`src/rtl/skid_register.sv`:
```
// Pipeline register stage with valid/ready handshake, a 2-entry skid buffer, Enable and Flush.
// Optional stall counter is built only when SKID_REG_PERF_EN is defined.
module skid_register #(
    parameter int               WIDTH       = 8,
    parameter logic [WIDTH-1:0] RESET_VALUE = '0,
    parameter int               CNT_W       = 16
) (
    input  logic             CLK,
    input  logic             Reset,
    input  logic             Enable,
    input  logic             Flush,
    input  logic             in_valid,
    input  logic [WIDTH-1:0] in_data,
    output logic             in_ready,
    output logic             out_valid,
    output logic [WIDTH-1:0] out_data,
    input  logic             out_ready,
    output logic [1:0]       occupancy
`ifdef SKID_REG_PERF_EN
    ,
    output logic [CNT_W-1:0] stall_count
`endif
);

    typedef enum logic [1:0] {
        EMPTY = 2'd0,
        ONE   = 2'd1,
        FULL  = 2'd2
    } state_t;

    state_t           state;
    logic [WIDTH-1:0] main_q;
    logic [WIDTH-1:0] skid_q;
    logic             in_ready_raw;
    logic             out_valid_raw;
    logic [1:0]       occ_q;

    // Handshake flags are flops; only the Enable gate is combinational.
    assign in_ready  = Enable & in_ready_raw;
    assign out_valid = Enable & out_valid_raw;
    assign out_data  = main_q;
    assign occupancy = occ_q;

    always_ff @(posedge CLK) begin
        if (!Reset || Flush) begin
            state         <= EMPTY;
            main_q        <= RESET_VALUE;
            skid_q        <= RESET_VALUE;
            in_ready_raw  <= 1'b1;
            out_valid_raw <= 1'b0;
            occ_q         <= 2'd0;
        end else if (Enable) begin
            unique case (state)
                EMPTY: begin
                    if (in_valid) begin
                        main_q        <= in_data;
                        state         <= ONE;
                        in_ready_raw  <= 1'b1;
                        out_valid_raw <= 1'b1;
                        occ_q         <= 2'd1;
                    end
                end
                ONE: begin
                    if (in_valid && out_ready) begin
                        main_q <= in_data;
                    end else if (in_valid) begin
                        // Downstream stalled: park the beat, main stays stable.
                        skid_q        <= in_data;
                        state         <= FULL;
                        in_ready_raw  <= 1'b0;
                        out_valid_raw <= 1'b1;
                        occ_q         <= 2'd2;
                    end else if (out_ready) begin
                        state         <= EMPTY;
                        in_ready_raw  <= 1'b1;
                        out_valid_raw <= 1'b0;
                        occ_q         <= 2'd0;
                    end
                end
                FULL: begin
                    if (out_ready) begin
                        main_q        <= skid_q;
                        state         <= ONE;
                        in_ready_raw  <= 1'b1;
                        out_valid_raw <= 1'b1;
                        occ_q         <= 2'd1;
                    end
                end
                default: begin
                    state         <= EMPTY;
                    in_ready_raw  <= 1'b1;
                    out_valid_raw <= 1'b0;
                    occ_q         <= 2'd0;
                end
            endcase
        end
    end

`ifdef SKID_REG_PERF_EN
    logic [CNT_W-1:0] stall_q;

    function automatic logic [CNT_W-1:0] sat_inc(input logic [CNT_W-1:0] v);
        logic [CNT_W-1:0] one;
        one = {{(CNT_W-1){1'b0}}, 1'b1};
        return (v == {CNT_W{1'b1}}) ? v : v + one;
    endfunction

    // out_valid already carries the Enable gate, so a frozen stage does not count.
    always_ff @(posedge CLK) begin
        if (!Reset || Flush) begin
            stall_q <= '0;
        end else if (out_valid && !out_ready) begin
            stall_q <= sat_inc(stall_q);
        end
    end

    assign stall_count = stall_q;
`endif

endmodule

```
`config.mk`:
```
export PLATFORM = sky130hd
export DESIGN_NAME = skid_register
export DESIGN_NICKNAME = d
export VERILOG_FILES = /design/src/rtl/skid_register.sv
export SDC_FILE = /design/constraint.sdc
export NUM_CORES = 1
export LEC_CHECK = 0
export BUFFER_PORTS_ARGS = -buffer_cell sky130_fd_sc_hd__buf_2
export CORE_ASPECT_RATIO = 0.9
export CORE_UTILIZATION = 25
export DETAILED_ROUTE_END_ITERATION = 8
export HOLD_SLACK_MARGIN = 0.06
export SYNTH_ARGS = -nofsm -noshare
export SYNTH_HDL_FRONTEND = slang
export SYNTH_SLANG_ARGS = --single-unit
export TNS_END_PERCENT = 100
```
`constraint.sdc`:
```
create_clock -name CLK -period 2.2 [get_ports CLK]
set_input_delay 0.44 -clock CLK [delete_from_list [all_inputs] [get_ports CLK]]
set_output_delay 0.44 -clock CLK [all_outputs]
set_load 0.02 [all_outputs]
```
==> impl_summary.md <==
Timing
On the final layout, the worst hold slack is 395 ps. The setup violation total in the final timing report is 0. Across the routed clock network, the largest skew measured is 6.39 ps. The final hold violation count is 0. The worst relative slew slack is 51.4%. The ratio of final minimum period to clock period is 81.2%. The slew at the pin closest to its max-slew limit is 728 ps. The shortest clock period the worst path allows after layout is 1790 ps. Setup repair after global routing left no endpoint under its margin. Timing would allow up to 0.560 GHz. The number of max-slew violations in the final report is 0.

The total negative slack is 0 ps.

Logic synthesis
In this run, synthesis produced a sequential element count of 20. The share of flip-flops with an asynchronous set or reset is 0%. Yosys printed 0 warnings. The synthesized instance count is 114.

The proportion of synthesized chip area in sequential cells is 41.1%. By area, the combinational part of the netlist is dominated by simple AND/OR/NAND/NOR gates. The mapped netlist covers 973 µm². The top cell type by area accounts for 41.1% of the synthesized area. After Yosys synthesis, and, or, nand and nor cells account for 22.6% of the synthesized area. The compound-cell area share of the yosys netlist is 17.4%. Counting every net in the synthesized netlist gives 134.

The primary flip-flop cell chosen by synthesis mapping is dfxtp_1. The area share of xor/xnor cells in the synthesized design is 0%. Counting flops with a built-in enable in the synthesized netlist gives 0. Summing the areas of all fa, ha and maj instances in the mapped netlist gives 7.71% of the synthesized area. The average cell area after synthesis is 8.54 µm². The multiplexer area fraction after synthesis is 8.23%. By area the synthesized netlist is led by dfxtp_1 (41%), mux2i_1 (8.2%), ha_1 (7.7%).

The netlist uses 23 different library cells. The biggest area contributor in the post-synthesis netlist is dfxtp_1. Counting instances in the post-synthesis netlist gives the leading cell types as dfxtp_1 (20), nand2_1 (17), a21oi_1 (14), nor2_1 (11). Yosys instantiated no cell more often than dfxtp_1.

Finish
The post-route netlist has 22.9% of its cells at a drive strength greater than 1. The net total in the final layout is 161. The repair_antennas step left the layout with diodes totalling 0.

Once layout is done, the placed cells without fillers occupy 1220 µm². The synthesis-to-layout area growth is 25.1%. At the end of the flow the core is filled with cells to 32.6%.

Clock network
The number of hold buffers added after CTS was 0. TritonCTS built the clock tree. The clock passes through at most 2 buffers. The post-CTS resize count is 0. The post-CTS setup buffer count is 0.

The number of clock sinks is 20. Counting the buffers created by CTS gives 3. The H-tree level count is 1. After clock tree synthesis, the clock-pin slew on the worst setup and hold paths is 70 ps. The clock insertion delay at the later pin of the skew report is 260 ps.

The root buffer selected by CTS is clkbuf_8.

Drt
The violation count after the first detailed-route iteration is 29. The average via count per standard cell is 4.56. Summed over all layers, the routed wires come to 2.18 mm. The iteration count of the initial detailed-routing pass is 4. The average detailed-routed wire length per instance is 11.7 µm. The number of remaining DRC errors is 0. The routed layout has 849 vias.

The detail route stage leaves a number of antenna-violating nets equal to 0.

Global routing
After global routing the overflow that remains totals 0. The number of antenna violations at the first check in global routing was 0. Across every metal layer, demand over resource in global routing totals 11.1%.

Entering global routing, the biggest net connects 20 pins. The number of global-route vias before repair came to 773. The first-pass GRT wire length is 3.42 mm.

Place
The routability-driven placement congestion ratio is 0.966. The post-place instance area is 1150 µm². Summed over all nets, the half-perimeter wirelength after detailed placement is 1.65 mm. Port buffering added 25 buffers.

Die
The horizontal extent of the die is 67.8 µm. The total I/O pin count is 26. The die is 61.2 µm tall. The core footprint is 3730 µm². The initial core utilization is 26.1%. The number of core rows is 21. The area enclosed by the die boundary is 4150 µm².

Power and ir drop
IR analysis of the VDD net gives a maximum drop of 0.200 mV. The total leakage power is 0.468 nW. The areal power density over the cells is 677 nW/µm².

Critical path
Data arrives at the worst endpoint at 1960 ps. The critical path is of the flop to flop type. For flop-to-flop paths, the worst setup slack is 410 ps. STA classifies the critical path endpoint as a flop.

In this run the worst path has a maximum fanout of 7. The nature of the critical path startpoint is a flop. For the worst flop-to-flop path, the logic depth is 6. The required time reported for the critical path endpoint is 2370 ps.

Flow run
Max-cap violations in this run came to 0.

Status
The flow ran to the end, and the final reports show no timing, DRC or antenna violations.

Worst hold path
The number of cells on the worst hold path is 3. The worst hold-check path type is input port to flop.
-- metrics by stage --
stage	setup WS [ps]	instances	power (mW)
after CTS	423	186	0.833
final	414	186	0.825
after detailed placement	458	182	0.465
after floorplan	353	114	0.432
after global placement	559	182	0.463
after global routing	293	186	0.857
-- cells in the final DEF, fill, tap and decap left out, types with 2 or more instances in the layout --
cell type and count:
o21ai_0 4, nand2_1 17, ha_1 6, a211oi_1 8, inv_1 3, clkbuf_8 3, buf_2 25, mux2i_1 8
nor2_1 11, nand3_1 3, a21oi_1 14, nand2b_1 4, nor2b_1 2, dfxtp_1 20, and2_1 2
-- state kept, by name (all words and copies together) (netlist names) --
signal	cells
out_data	8
skid_q	8
occupancy	2
in_ready_raw	1
out_valid_raw	1
-- metal layers --
layer / track usage, % / vias to the layer above / share of wire [%]
li1: - / 449 / -
met1: 15.2 / 376 / 51
met2: 17.3 / 22 / 44
met3: 1.85 / 2 / 4.3
met4: 4.76 / 0 / 0.46
met5: 0 / - / 0
-- worst paths after layout --
path                 from           end
max          occupancy[0]  occupancy[0]
min reg2reg     skid_q[2]     skid_q[2]
max reg2reg  occupancy[0]  occupancy[0]
min                 Flush  in_ready_raw
-- power breakdown --
| part | internal (mW) | leakage (nW) | switching, mW |
|---|---|---|---|
| registers | 0.369 | 0.162 | 0.00429 |
| clock network | 0.243 | 0.0357 | 0.125 |
| logic | 0.0321 | 0.270 | 0.0511 |
-- cell type report --
cell class                 count  area (µm²)
timing repair buffer          26         133
tap                           46        57.6
fill                         397        2510
inverter                       3        11.3
sequential                    20         400
clock buffer                   3        41.3
multi-input combinational     87         544
clock inverter                 1        30.0
-- logic make-up after synthesis --
group                    after synthesis
AND/OR/NAND/NOR                       45
AO/OA/AOI/OAI                         28
flip-flops                            20
multiplexers                           8
buffers and inverters                  7
adder cells (fa/ha/maj)                6
-- critical path, stage by stage (launching register included) --
cell	delay, ps
dfxtp_1	450
inv_1	100
ha_1	240
nand2b_1	100
nand3_1	140
or4_1	530
a21oi_1	160
(Power assumes the default switching activity.)
